<file path="src/rtl/sync_fifo_prog_if.sv">
// rtl/sync_fifo_prog_if.sv - write/read handshake, thresholds and status bundle for sync_fifo_prog
//
// Parameters: DATA_WIDTH (sample width), DEPTH (entries, power of two).
// master : drives din, wr_en, rd_en, flush, af_thresh, ae_thresh
// slave  : drives dout, full, empty, almost_full, almost_empty, level,
//          wr_ack, rd_ack, overflow, underflow
interface sync_fifo_prog_if #(
  parameter int DATA_WIDTH = 16,
  parameter int DEPTH      = 16
);
  localparam int ADDR_WIDTH = $clog2(DEPTH);

  logic signed [DATA_WIDTH-1:0] din;
  logic                         wr_en;
  logic                         rd_en;
  logic                         flush;
  logic [ADDR_WIDTH:0]          af_thresh;
  logic [ADDR_WIDTH:0]          ae_thresh;
  logic signed [DATA_WIDTH-1:0] dout;
  logic                         full;
  logic                         empty;
  logic                         almost_full;
  logic                         almost_empty;
  logic [ADDR_WIDTH:0]          level;
  logic                         wr_ack;
  logic                         rd_ack;
  logic                         overflow;
  logic                         underflow;

  modport master (
    output din, wr_en, rd_en, flush, af_thresh, ae_thresh,
    input  dout, full, empty, almost_full, almost_empty, level,
           wr_ack, rd_ack, overflow, underflow
  );

  modport slave (
    input  din, wr_en, rd_en, flush, af_thresh, ae_thresh,
    output dout, full, empty, almost_full, almost_empty, level,
           wr_ack, rd_ack, overflow, underflow
  );
endinterface

</file>
<file path="src/rtl/sync_fifo_prog.sv">
// rtl/sync_fifo_prog.sv - single-clock signed sample FIFO with level, thresholds, flush and error pulses
//
// Ports:
//   clk   : single clock, rising edge
//   rst_n : asynchronous active-low reset
//   bus   : sync_fifo_prog_if.slave (write/read requests, flush, thresholds in;
//           data, flags, level, acks and overflow/underflow pulses out)
// Optional build macro: FIFO_FWFT_EN selects first-word-fall-through read data;
// when undefined, dout is registered on each accepted read.
module sync_fifo_prog #(
  parameter int DATA_WIDTH = 16,
  parameter int DEPTH      = 16
) (
  input  logic               clk,
  input  logic               rst_n,
  sync_fifo_prog_if.slave    bus
);
  localparam int ADDR_WIDTH = $clog2(DEPTH);
  localparam logic [ADDR_WIDTH:0] FULL_LEVEL = (ADDR_WIDTH+1)'(DEPTH);
  localparam logic [ADDR_WIDTH:0] PTR_ONE    = (ADDR_WIDTH+1)'(1);

  logic signed [DATA_WIDTH-1:0] mem [DEPTH];

  // Pointers carry one wrap bit above the index so that full (DEPTH) and
  // empty (0) occupancy remain distinguishable in their difference.
  logic [ADDR_WIDTH:0] wr_ptr;
  logic [ADDR_WIDTH:0] rd_ptr;
  logic [ADDR_WIDTH:0] level_c;
  logic                full_c;
  logic                empty_c;
  logic                wr_acc;
  logic                rd_acc;
  logic                wr_ack_q;
  logic                rd_ack_q;
  logic                overflow_q;
  logic                underflow_q;

  // Occupancy is the modulo-2*DEPTH pointer distance; it is a pure function
  // of registered state, so it changes only after a clock edge.
  assign level_c = wr_ptr - rd_ptr;
  assign full_c  = (level_c == FULL_LEVEL);
  assign empty_c = (level_c == '0);

  // Acceptance uses pre-edge flags: at full only a read can go through,
  // at empty only a write can.
  assign wr_acc = bus.wr_en && !full_c  && !bus.flush;
  assign rd_acc = bus.rd_en && !empty_c && !bus.flush;

  always_ff @(posedge clk) begin
    if (wr_acc) begin
      mem[wr_ptr[ADDR_WIDTH-1:0]] <= bus.din;
    end
  end

`ifdef FIFO_FWFT_EN
  always_ff @(posedge clk or negedge rst_n) begin
    if (!rst_n) begin
      wr_ptr      <= '0;
      rd_ptr      <= '0;
      wr_ack_q    <= 1'b0;
      rd_ack_q    <= 1'b0;
      overflow_q  <= 1'b0;
      underflow_q <= 1'b0;
    end else if (bus.flush) begin
      wr_ptr      <= '0;
      rd_ptr      <= '0;
      wr_ack_q    <= 1'b0;
      rd_ack_q    <= 1'b0;
      overflow_q  <= 1'b0;
      underflow_q <= 1'b0;
    end else begin
      wr_ack_q    <= wr_acc;
      rd_ack_q    <= rd_acc;
      overflow_q  <= bus.wr_en && full_c;
      underflow_q <= bus.rd_en && empty_c;
      if (wr_acc) wr_ptr <= wr_ptr + PTR_ONE;
      if (rd_acc) rd_ptr <= rd_ptr + PTR_ONE;
    end
  end

  // Head word is visible combinationally; an empty FIFO shows zero.
  assign bus.dout = empty_c ? '0 : mem[rd_ptr[ADDR_WIDTH-1:0]];
`else
  logic signed [DATA_WIDTH-1:0] dout_q;

  always_ff @(posedge clk or negedge rst_n) begin
    if (!rst_n) begin
      wr_ptr      <= '0;
      rd_ptr      <= '0;
      dout_q      <= '0;
      wr_ack_q    <= 1'b0;
      rd_ack_q    <= 1'b0;
      overflow_q  <= 1'b0;
      underflow_q <= 1'b0;
    end else if (bus.flush) begin
      wr_ptr      <= '0;
      rd_ptr      <= '0;
      dout_q      <= '0;
      wr_ack_q    <= 1'b0;
      rd_ack_q    <= 1'b0;
      overflow_q  <= 1'b0;
      underflow_q <= 1'b0;
    end else begin
      wr_ack_q    <= wr_acc;
      rd_ack_q    <= rd_acc;
      overflow_q  <= bus.wr_en && full_c;
      underflow_q <= bus.rd_en && empty_c;
      if (wr_acc) wr_ptr <= wr_ptr + PTR_ONE;
      if (rd_acc) begin
        rd_ptr <= rd_ptr + PTR_ONE;
        dout_q <= mem[rd_ptr[ADDR_WIDTH-1:0]];
      end
    end
  end

  // dout holds the last popped sample until the next accepted read or flush.
  assign bus.dout = dout_q;
`endif

  assign bus.level        = level_c;
  assign bus.full         = full_c;
  assign bus.empty        = empty_c;
  // Thresholds above DEPTH can never be reached, so almost_full stays low.
  assign bus.almost_full  = (level_c >= bus.af_thresh);
  assign bus.almost_empty = (level_c <= bus.ae_thresh);
  assign bus.wr_ack       = wr_ack_q;
  assign bus.rd_ack       = rd_ack_q;
  assign bus.overflow     = overflow_q;
  assign bus.underflow    = underflow_q;
endmodule

</file>
<file path="src/flat_wrapper.sv">
// flat-port wrapper written by rule: the top's interface ports become plain ports
module sync_fifo_prog_flat 
#(
  parameter int DATA_WIDTH = 16,
  parameter int DEPTH      = 16
)
  (clk, rst_n, bus_din, bus_wr_en, bus_rd_en, bus_flush, bus_af_thresh, bus_ae_thresh, bus_dout, bus_full, bus_empty, bus_almost_full, bus_almost_empty, bus_level, bus_wr_ack, bus_rd_ack, bus_overflow, bus_underflow);
  sync_fifo_prog_if #(.DATA_WIDTH(DATA_WIDTH), .DEPTH(DEPTH)) bus_i ();
  input  logic clk;
  input  logic rst_n;
  input wire logic [$bits(bus_i.din)-1:0] bus_din;
  input wire logic [$bits(bus_i.wr_en)-1:0] bus_wr_en;
  input wire logic [$bits(bus_i.rd_en)-1:0] bus_rd_en;
  input wire logic [$bits(bus_i.flush)-1:0] bus_flush;
  input wire logic [$bits(bus_i.af_thresh)-1:0] bus_af_thresh;
  input wire logic [$bits(bus_i.ae_thresh)-1:0] bus_ae_thresh;
  output wire logic [$bits(bus_i.dout)-1:0] bus_dout;
  output wire logic [$bits(bus_i.full)-1:0] bus_full;
  output wire logic [$bits(bus_i.empty)-1:0] bus_empty;
  output wire logic [$bits(bus_i.almost_full)-1:0] bus_almost_full;
  output wire logic [$bits(bus_i.almost_empty)-1:0] bus_almost_empty;
  output wire logic [$bits(bus_i.level)-1:0] bus_level;
  output wire logic [$bits(bus_i.wr_ack)-1:0] bus_wr_ack;
  output wire logic [$bits(bus_i.rd_ack)-1:0] bus_rd_ack;
  output wire logic [$bits(bus_i.overflow)-1:0] bus_overflow;
  output wire logic [$bits(bus_i.underflow)-1:0] bus_underflow;
  assign bus_i.din = bus_din;
  assign bus_i.wr_en = bus_wr_en;
  assign bus_i.rd_en = bus_rd_en;
  assign bus_i.flush = bus_flush;
  assign bus_i.af_thresh = bus_af_thresh;
  assign bus_i.ae_thresh = bus_ae_thresh;
  assign bus_dout = bus_i.dout;
  assign bus_full = bus_i.full;
  assign bus_empty = bus_i.empty;
  assign bus_almost_full = bus_i.almost_full;
  assign bus_almost_empty = bus_i.almost_empty;
  assign bus_level = bus_i.level;
  assign bus_wr_ack = bus_i.wr_ack;
  assign bus_rd_ack = bus_i.rd_ack;
  assign bus_overflow = bus_i.overflow;
  assign bus_underflow = bus_i.underflow;
  sync_fifo_prog #(.DATA_WIDTH(DATA_WIDTH), .DEPTH(DEPTH)) u_core (.clk(clk), .rst_n(rst_n), .bus(bus_i));
endmodule
</file>
<file path="config.mk">
export PLATFORM = sky130hd
export DESIGN_NAME = sync_fifo_prog_flat
export DESIGN_NICKNAME = d
export VERILOG_FILES = /design/src/rtl/sync_fifo_prog_if.sv /design/src/rtl/sync_fifo_prog.sv /design/src/flat_wrapper.sv
export SDC_FILE = /design/constraint.sdc
export NUM_CORES = 1
export LEC_CHECK = 0
export ABC_AREA = 1
export BUFFER_PORTS_ARGS = -buffer_cell sky130_fd_sc_hd__buf_4
export CAP_MARGIN = 20
export CORE_MARGIN = 2
export CORE_UTILIZATION = 44
export DETAILED_ROUTE_END_ITERATION = 12
export MAX_ROUTING_LAYER = met4
export SYNTH_ARGS = -nofsm -noshare
export SYNTH_HDL_FRONTEND = slang
export SYNTH_SLANG_ARGS = --single-unit
</file>
<file path="constraint.sdc">
create_clock -name clk -period 9.1 [get_ports clk]
set_input_delay 0.91 -clock clk [delete_from_list [all_inputs] [get_ports clk]]
set_output_delay 0.91 -clock clk [all_outputs]
set_load 0.01 [all_outputs]
</file>
==> flow_metrics.py, run 1 <==
metrics = {
    "yosys": {
        "synth_top_area_cell": "edfxtp_1",
        "yosys.cell_types.count": 36,
        "yosysTopAreaCellShare": 0.6475,
        "yosysWarnings": 0,
        "ys_ff_latch": 286,
        "syn-num-nets": 1035,
        "avgSynthCellArea_sq_um": 12.03,
        "yosysSeqAreaShare": 0.7107,
        "netlist_area_sq_um": 11870,
        "synth_area_leaders": "edfxtp_1 (65%), dfrtp_1 (6.3%), nor2_1 (5.8%)",
        "synth_cells": 987,
    },
    "worst_setup_path": {
        "ff2ff_setup_slack_ps": 4830,
        "arrival_ps": 4020,
        "path_max_fanout": 22,
        "r2r_end": "u_core.mem[13][3]",
        "timing.rr.start": "u_core.rd_ptr[2]",
        "required_ps": 8190,
        "criticalPathCategory": "reg -> out",
        "cp-start-kind": "flip-flop",
        "cp-end-kind": "output pin",
        "reg2regPathDepth": 10,
    },
    "sta": {
        "fin_setup_tns_ps": 0,
        "rsz0062_at_grt": "no",
        "worstMarginPinSlew_ps": 946.0,
        "slew_headroom": 0.3670,
        "finClkSkew_ps": 17.63,
        "final_hold_viol_count": 0,
        "fmax_mhz": 202.8,
        "setup_viol": 0,
        "fin_crit_sh": 0.5417,
        "min_period_ps": 4930,
        "maxSlewViolCount": 0,
    },
    "grt": {
        "grt_first_pass_wirelength_mm": 45.68,
        "grt_max_degree": 92,
        "antenna_found_initial": 2,
        "grt_pass1_vias": 7341,
        "overflow": 0,
        "grt.total_usage": 0.2229,
    },
    "layout": {
        "fin_nets": 1075,
        "fillers": 2399,
        "mostFrequentLayoutCell": "edfxtp_1",
        "drive_gt1_frac": 0.1258,
        "area_growth_syn_to_layout_pct": 13.39,
        "final_cell_mix": "edfxtp_1 (256), nor2_1 (169), o21ai_0 (126)",
    },
    "placed_design": {
        "gp_congestion": 0.9335,
        "portBuffers": 59,
        "hpwl_mm": 18.94,
    },
    "detailed_routing": {
        "viasPerCell": 5.597,
        "finalWirelength_mm": 30.78,
        "drc": 0,
        "ant_nets": 0,
        "drtIter0Drc": 979,
        "num_vias": 7786,
        "drtPass1Iterations": 5,
        "wl_per_cell_microns": 22.13,
    },
    "die": {
        "dieArea_sq_um": 28310,
        "fp-row-count": 60,
        "fp.dieW_microns": 168.3,
        "io_pins": 60,
        "initial_utilization": 0.4442,
        "fp.dieH_microns": 168.3,
        "core_sq_um": 26730,
    },
    "cts": {
        "cts_buffer_depth": 3,
        "htree_levels": 1,
        "clock-root-buffer": "clkbuf_16",
        "post_cts_resized": 0,
        "clk_pin_slew_ps": 60,
        "clock_latency_ps": 560,
        "cts_buffers": 30,
        "cts_sinks": 286,
        "cts_tree": "done",
        "cts_hold_buf": 0,
        "post_cts_buffers": 0,
    },
    "run_status": {
        "outcome": "completed",
    },
    "pwr": {
        "ir_drop_v": 0.0001618,
        "p_leak_nw": 4.863,
        "power_density_nw_per_um2": 290.5,
        "finalPower_mw": 3.912,
    },
    "hold_path": {
        "min_path_type": "in -> async",
    },
    "flow_run": {
        "maxCapViolCount": 0,
    },
}
==> layout make-up <==
cell class	instances	area, sq um	area share
diodes	1	2.502	0.0001859
clock buffers	40	809.5	0.06013
flip-flops and latches	286	8443	0.6271
clock inverters	14	71.32	0.005297
repair buffers	63	493.0	0.03662
inverters	40	153.9	0.01143
multi-input cells	606	3063	0.2275
well taps	341	426.7	0.03169
==> cells in the mapped netlist (all sizes together) <==
master,count
nor2,186
inv,38
xnor2,1
nor3,3
o211ai,32
nand4,9
buf,26
o21ai,130
nand2,114
clkinv,2
o21bai,1
o31ai,1
a21boi,1
dfrtp,30
nand3b,1
ha,16
fa,1
clkbuf,29
a21oi,3
o22ai,32
edfxtp,256
xor2,5
nand3,70
==> metrics by stage <==
stage / setup slack [ps] / cells / utilization / hold WS (ps) / area (sq um)
5_1_grt: 3841 / 1391 / 0.5037 / 298.5 / 13460
6_report: 4170 / 1391 / 0.5037 / 276.8 / 13460
3_3_place_gp: 4812 / 1335 / 0.4697 / 495.6 / 12550
2_1_floorplan: 5836 / 987 / - / 527.2 / 11870
3_5_place_dp: 4781 / 1336 / 0.4707 / 497.3 / 12580
4_1_cts: 4182 / 1390 / 0.5037 / 278.1 / 13460
==> logic make-up after synthesis <==
logic type	synth area share
compound gates	0.09537
xor+xnor	0.005059
fa+ha+maj	0.01855
buf+inv	0.03467
flops	0.7107
simple gates	0.1356
==> worst max-delay path, stage by stage (launching register included) <==
cell and delay [ps]:
dfrtp_1 870, clkinv_1 690, ha_1 620, nand3_1 120, nand2_1 80, nand2_1 50, nand2_1 110, inv_1 120
ha_1 350, nand3_1 90, nand2_1 60, inv_1 30, nand3_1 70, nand2_1 60, buf_4 140
==> layer usage <==
metal	up-vias	share of wire	GRT usage
li1	3619	-	-
met1	3824	0.44	0.3121
met2	294	0.46	0.3423
met3	49	0.075	0.03197
met4	0	0.024	0.06484
met5	-	0	-
==> flip-flops by register name, indices dropped and copies added, names as in the netlist <==
register / cells
u_core.bus.dout: 16
u_core.bus.overflow: 1
u_core.bus.rd_ack: 1
u_core.bus.underflow: 1
u_core.bus.wr_ack: 1
u_core.mem: 256
u_core.rd_ptr: 5
u_core.wr_ptr: 5
==> worst max-delay path by stage <==
stage                           from               end  slack (ps)
floorplan           u_core.rd_ptr[1]   bus_almost_full        5840
global placement    u_core.rd_ptr[2]  bus_almost_empty        4810
detailed placement  u_core.rd_ptr[2]  bus_almost_empty        4780
CTS                 u_core.rd_ptr[2]  bus_almost_empty        4180
global route        u_core.rd_ptr[2]  bus_almost_empty        3840
finish              u_core.rd_ptr[2]  bus_almost_empty        4170
==> report_power, final <==
group	leakage (nW)	switching, mW	internal (mW)
clock	0.426	0.493	0.620
combinational	1.73	0.829	0.396
sequential	2.71	0.0734	1.50
total	4.86	1.40	2.52
Power figures use the tool's default switching activity.
==> run 2, diff against run 1 <==
==> constraint.sdc (replaced) <==
create_clock -name clk -period 5.1 [get_ports clk]
set_input_delay 0.51 -clock clk [delete_from_list [all_inputs] [get_ports clk]]
set_output_delay 0.51 -clock clk [all_outputs]
set_load 0.01 [all_outputs]
==> run 2 against run 1 <==
Net effect:
- largest cell class unchanged
- utilization is 0.71 points higher
- largest power group unchanged
- via count shrank 1.4%
- sequential share of layout area is 0.87 points lower
- design area increased by 1.4%
- wire length is 11% lower
- highest routed layer unchanged
- first-iteration DRC count fell by 29%
- count of clock-buffer cells in the layout rose by 6
- global-route usage shrank 2.4 points
- combinational power is 74% higher
- hold slack got worse by 120 ps
- total power is 78% higher
==> flow_metrics.py, run 2 (synthesized netlist as in run 1, its figures left out) <==
metrics = {
    "sta": {
        "worstMarginPinSlew_ps": 1095,
        "fmax_mhz": 268.1,
        "fin_crit_sh": 0.7313,
        "slew_headroom": 0.2692,
        "finClkSkew_ps": 10.54,
        "rsz0062_at_grt": "no",
        "fin_setup_tns_ps": 0,
        "final_hold_viol_count": 0,
        "min_period_ps": 3729,
        "setup_viol": 0,
        "maxSlewViolCount": 0,
    },
    "grt": {
        "grt.total_usage": 0.1986,
        "antenna_found_initial": 0,
        "grt_first_pass_wirelength_mm": 42.08,
        "grt_pass1_vias": 7226,
        "overflow": 0,
        "grt_max_degree": 97,
    },
    "worst_setup_path": {
        "path_max_fanout": 34,
        "arrival_ps": 3220,
        "cp_slowest_cell": "dfrtp_2",
        "path_cells": "inv_1, buf_4, fa_1, nand3_1, nand3_1, nand2_1, inv_1, ha_1, nand3_1, nand2_1, inv_1, nand3_1, nand2_1, buf_4",
        "cp-end-kind": "output pin",
        "required_ps": 4590,
        "max_stage_delay_ps": 550,
        "ff2ff_setup_slack_ps": 1590,
        "cp_common_cell": "nand3_1",
        "cp-start-kind": "flip-flop",
        "criticalPathCategory": "reg -> out",
    },
    "layout": {
        "largest_reg_flops": 256,
        "area_growth_syn_to_layout_pct": 15.00,
        "diodes": 0,
        "finalCoreUtilization": 0.5109,
        "mostFrequentLayoutCell": "edfxtp_1",
        "stdcell_area_sq_um": 13650,
        "drive_gt1_frac": 0.1412,
        "final_cell_mix": "edfxtp_1 (256), nor2_1 (169), o21ai_0 (126)",
        "stdcell_count": 1403,
        "fin_nets": 1087,
    },
    "die": {
        "fp.dieW_microns": 168.3,
        "initial_utilization": 0.4442,
        "dieArea_sq_um": 28310,
        "core_sq_um": 26730,
        "fp-row-count": 60,
        "io_pins": 60,
        "fp.dieH_microns": 168.3,
    },
    "detailed_routing": {
        "viasPerCell": 5.470,
        "num_vias": 7674,
        "wl_per_cell_microns": 19.44,
        "drc": 0,
        "drtIter0Drc": 694,
        "finalWirelength_mm": 27.27,
        "drtPass1Iterations": 5,
        "ant_nets": 0,
    },
    "hold_path": {
        "min_path_type": "in -> reg",
    },
    "flow_run": {
        "maxCapViolCount": 0,
    },
    "placed_design": {
        "portBuffers": 59,
        "placed_area_sq_um": 12610,
        "place_inst": 1343,
        "hpwl_mm": 15.83,
        "gp_congestion": 0.8202,
    },
    "cts": {
        "htree_levels": 1,
        "clock_latency_ps": 540,
        "clk_pin_slew_ps": 60,
        "cts_sinks": 286,
        "post_cts_buffers": 0,
        "post_cts_resized": 0,
        "cts_hold_buf": 1,
        "clock-root-buffer": "clkbuf_16",
        "cts_buffers": 29,
        "cts_tree": "done",
        "cts_buffer_depth": 3,
    },
    "pwr": {
        "cellInternalPower_mw": 4.613,
        "p_leak_nw": 4.974,
        "power_frac_seq": 0.394,
        "p_sw_frac": 0.3378,
        "p_clk_frac": 0.298,
        "ir_drop_v": 0.0002320,
        "switchingPower_mw": 2.353,
        "combPwrFrac": 0.307,
        "power_density_nw_per_um2": 510.2,
    },
    "run_status": {
        "outcome": "completed",
    },
}
[run 2: path summary, 6_finish.rpt]
kind / cells after the start / from / to
min in group asynchronous: 2 / rst_n / u_core.bus.underflow
max reg2reg: 10 / u_core.rd_ptr[1] / u_core.mem[14][9]
min: 2 / bus_flush / u_core.bus.overflow
max: 14 / u_core.rd_ptr[1] / bus_almost_empty
min reg2reg: 2 / u_core.bus.dout[0] / u_core.bus.dout[0]
max in group asynchronous: 2 / rst_n / u_core.rd_ptr[0]
[run 2: worst max-delay path, delay by kind of cell, from the launching register on]
kind	cells	cell delay, ps
fa+ha+maj	2	880
buf+inv	5	620
simple gates	7	610
flops	1	550
[run 2: cell type report]
class	count	area, sq um
fillers	2306	13070
flip-flops and latches	286	8443
multi-input cells	606	3063
clock buffers	46	879.6
repair buffers	76	610.6
well taps	341	426.7
inverters	40	153.9
clock inverters	8	76.32
[run 2: per-stage QoR]
stage / power (mW) / worst slack [ps] / hold WS (ps)
floorplan: 4.231 / 1936 / 214.4
global placement: 4.934 / 1587 / 475.7
detailed placement: 4.944 / 1522 / 476.1
CTS: 7.015 / 1350 / 141.5
global route: 7.365 / 1094 / 157.7
finish: 6.966 / 1371 / 155.6
[run 2: layer usage]
layer	wire, microns	track usage	up-vias
met5	0	-	-
met4	597	0.06259	0
met3	1461	0.02351	41
met2	12410	0.2967	236
met1	12810	0.2870	3753
li1	-	-	3644
[run 2: power by group through the flow]
stage                     registers [mW]  clock network (mW)  logic (mW)
after floorplan                     2.81                   0        1.43
after global placement              2.79                   0        2.14
after detailed placement            2.79                   0        2.15
after CTS                           2.75                2.11        2.16
after global routing                2.76                2.21        2.40
final                               2.75                2.08        2.14
==> run 3, diff against run 2 <==
--- a/config.mk
+++ b/config.mk
@@ -5,7 +5,7 @@
 export SDC_FILE = /design/constraint.sdc
 export NUM_CORES = 1
 export LEC_CHECK = 0
-export ABC_AREA = 1
+export ABC_AREA = 0
 export BUFFER_PORTS_ARGS = -buffer_cell sky130_fd_sc_hd__buf_4
 export CAP_MARGIN = 20
 export CORE_MARGIN = 2
==> constraint.sdc (replaced) <==
create_clock -name clk -period 3.5 [get_ports clk]
set_input_delay 0.35 -clock clk [delete_from_list [all_inputs] [get_ports clk]]
set_output_delay 0.35 -clock clk [all_outputs]
set_load 0.01 [all_outputs]
==> run 3 against run 2 <==
Net effect:
- global-route usage fell by 0.36 points
- register-to-register slack lost 1400 ps
- count of clock-buffer cells in the layout shrank 10
- critical path depth decreased by 3
==> flow_metrics.py, run 3 <==
metrics = {
    "pwr": {
        "cellInternalPower_mw": 6.821,
        "power_density_nw_per_um2": 698.0,
        "p_sw_frac": 0.2787,
        "p_clk_frac": 0.330,
        "combPwrFrac": 0.254,
        "p_leak_nw": 4.537,
        "ir_drop_v": 0.0005011,
        "switchingPower_mw": 2.636,
        "power_frac_seq": 0.416,
    },
    "yosys": {
        "synth_top_family_by_area": "multiplexers",
        "synthArstFlopShare": 0.1049,
        "yosys-top-cells-count": "edfxtp_1 (256), mux4_2 (63), a21oi_1 (30), dfrtp_1 (30), o22ai_1 (30)",
        "synth_area_leaders": "edfxtp_1 (67%), mux4_2 (12%), dfrtp_1 (6.5%)",
        "synth-xor-area-share": 0.002285,
        "synth_edf_count": 256,
        "yosysSeqAreaShare": 0.7338,
        "netlist_area_sq_um": 11500,
        "syn-num-nets": 662,
        "yosys.area_share.adder": 0.02089,
        "synth-compound-area-share": 0.05114,
        "yosysTopAreaCellShare": 0.6686,
        "ys_ff_latch": 286,
        "synth_cells": 614,
        "synthFlopType": "edfxtp_1",
        "synthMuxAreaShare": 0.1262,
        "synth_most_common_cell": "edfxtp_1",
        "synth_top_area_cell": "edfxtp_1",
        "yosys.cell_types.count": 48,
        "avgSynthCellArea_sq_um": 18.73,
        "synthSimpleGateAreaFrac": 0.04429,
        "yosysWarnings": 0,
    },
    "die": {
        "core_sq_um": 25840,
        "fp.dieH_microns": 165.7,
        "fp.dieW_microns": 165.7,
        "io_pins": 60,
        "dieArea_sq_um": 27440,
        "fp-row-count": 59,
        "initial_utilization": 0.4450,
    },
    "cts": {
        "cts_buffer_depth": 3,
        "cts_tree": "done",
        "cts_buffers": 30,
        "htree_levels": 1,
        "clock-root-buffer": "clkbuf_16",
        "cts_sinks": 286,
        "clock_latency_ps": 550,
        "clk_pin_slew_ps": 70,
    },
    "sta": {
        "rsz0062_at_grt": "yes",
        "min_period_ps": 3420,
        "maxSlewViolCount": 0,
        "fin_crit_sh": 0.9772,
        "fmax_mhz": 292.4,
        "holdWs_ps": 124.2,
        "finClkSkew_ps": 12.18,
        "slew_headroom": 0.3242,
        "setup_viol": 0,
        "final_hold_viol_count": 0,
        "fin_setup_tns_ps": 0,
        "worstMarginPinSlew_ps": 1013,
    },
    "worst_setup_path": {
        "path_max_fanout": 5,
        "cp-end-kind": "output pin",
        "required_ps": 3150,
        "arrival_ps": 3070,
        "cp-start-kind": "flip-flop",
        "criticalPathCategory": "reg -> out",
    },
    "grt": {
        "use_met2": 0.3034,
        "grt_pass1_vias": 6377,
        "grt.total_usage": 0.1950,
        "grt_first_pass_wirelength_mm": 39.45,
        "use_met1": 0.2736,
        "grt_max_degree": 43,
        "grt_use_met3": 0.03369,
        "antenna_found_initial": 1,
        "gr-max-usage-layer": "met2",
        "overflow": 0,
    },
    "flow_run": {
        "maxCapViolCount": 0,
    },
    "detailed_routing": {
        "wl_per_cell_microns": 24.41,
        "ant_nets": 0,
        "finalWirelength_mm": 25.78,
        "viasPerCell": 5.772,
        "num_vias": 6095,
        "drc": 0,
        "drtPass1Iterations": 5,
        "drtIter0Drc": 548,
    },
    "layout": {
        "mostFrequentLayoutCell": "edfxtp_1",
        "stdcell_area_sq_um": 13550,
        "final_cell_mix": "edfxtp_1 (256), buf_4 (86), mux4_2 (63)",
        "largest_reg_flops": 256,
        "area_growth_syn_to_layout_pct": 17.82,
        "stdcell_count": 1056,
        "fin_nets": 745,
        "finalCoreUtilization": 0.5244,
        "drive_gt1_frac": 0.3148,
        "diodes": 0,
    },
    "placed_design": {
        "portBuffers": 59,
        "hpwl_mm": 15.97,
        "gp_congestion": 0.8442,
        "placed_area_sq_um": 12440,
        "place_inst": 995,
    },
    "hold_path": {
        "min_path_type": "in -> reg",
    },
    "run_status": {
        "outcome": "completed",
    },
}
==> run 3: cell count changes after synthesis, moves of 7 or more <==
cell      delta
or4_1       +13
inv_1       -15
nand2_1    -102
o211ai_1    -32
nor2_1     -173
nand3_1     -59
a21oi_1     +28
o21ai_0    -102
clkbuf_1     -9
mux4_2      +63
nor2b_1      +7
==> run 3: worst max-delay path, cell delays in order (launching register included) <==
cell and delay [ps]:
dfrtp_1 390, inv_2 90, ha_4 130, inv_1 50, fa_2 630, ha_4 230
nor2b_1 120, o21ai_1 120, a32oi_1 80, maj3_1 360, a22oi_1 160, buf_4 150
==> run 3: final timing paths <==
kind	start	endpoint	slack, ps	cells after the start
setup / recovery	u_core.wr_ptr[0]	bus_almost_empty	80	11
hold / removal	bus_rd_en	u_core.rd_ptr[1]	120	3
setup reg to reg	u_core.wr_ptr[0]	u_core.mem[10][2]	230	11
hold reg to reg	u_core.bus.dout[1]	u_core.bus.dout[1]	510	1
max in group asynchronous	rst_n	u_core.rd_ptr[0]	2850	2
min in group asynchronous	rst_n	u_core.rd_ptr[4]	300	2
==> run 3: power by group through the flow <==
stage | Combinational, mW | Sequential (mW) | Clock, mW
final | 2.40 | 3.94 | 3.12
after detailed placement | 2.30 | 4.01 | 0
after CTS | 2.39 | 3.94 | 3.19
after floorplan | 1.53 | 4.03 | 0
after global placement | 2.26 | 4.00 | 0
after global routing | 2.61 | 3.95 | 3.31
==> run 3: through the flow <==
step	total power [mW]	worst slack, ps
3_3_place_gp	6.254	205.7
4_1_cts	9.521	-0.6042
5_1_grt	9.876	-24.66
6_report	9.457	79.83
2_1_floorplan	5.565	1.300
3_5_place_dp	6.313	63.66
==> run 3: routing by layer <==
layer	vias up	routed length [microns]
li1	2676	-
met4	0	446
met3	37	1595
met5	-	0
met1	3199	11540
met2	183	12190
==> run 3: repair_timing <==
item	4_1_cts	5_1_grt
endpoints found under the setup margin	3	3
resized for setup	11	6
setup buffers	3	1
hold endpoints to repair	30	0
pin swaps	1	3
hold buffers	1	0
==> run 3: logic make-up after synthesis <==
kind of cell               count (synthesis)
DFF                                      286
AOI/OAI and AO/OA                         98
and+or+nand+nor                           85
muxes                                     66
buffers and inverters                     57
adders and majority gates                 19
xor gates and xnor gates                   3
==> run 3: layout make-up <==
class	count	area, sq um
clock buffer	36	794.5
clock inverter	20	185.2
fill	2078	12290
inverter	21	81.33
multi-input combinational	271	2969
sequential	286	8443
tap	335	419.2
timing repair buffer	87	655.6
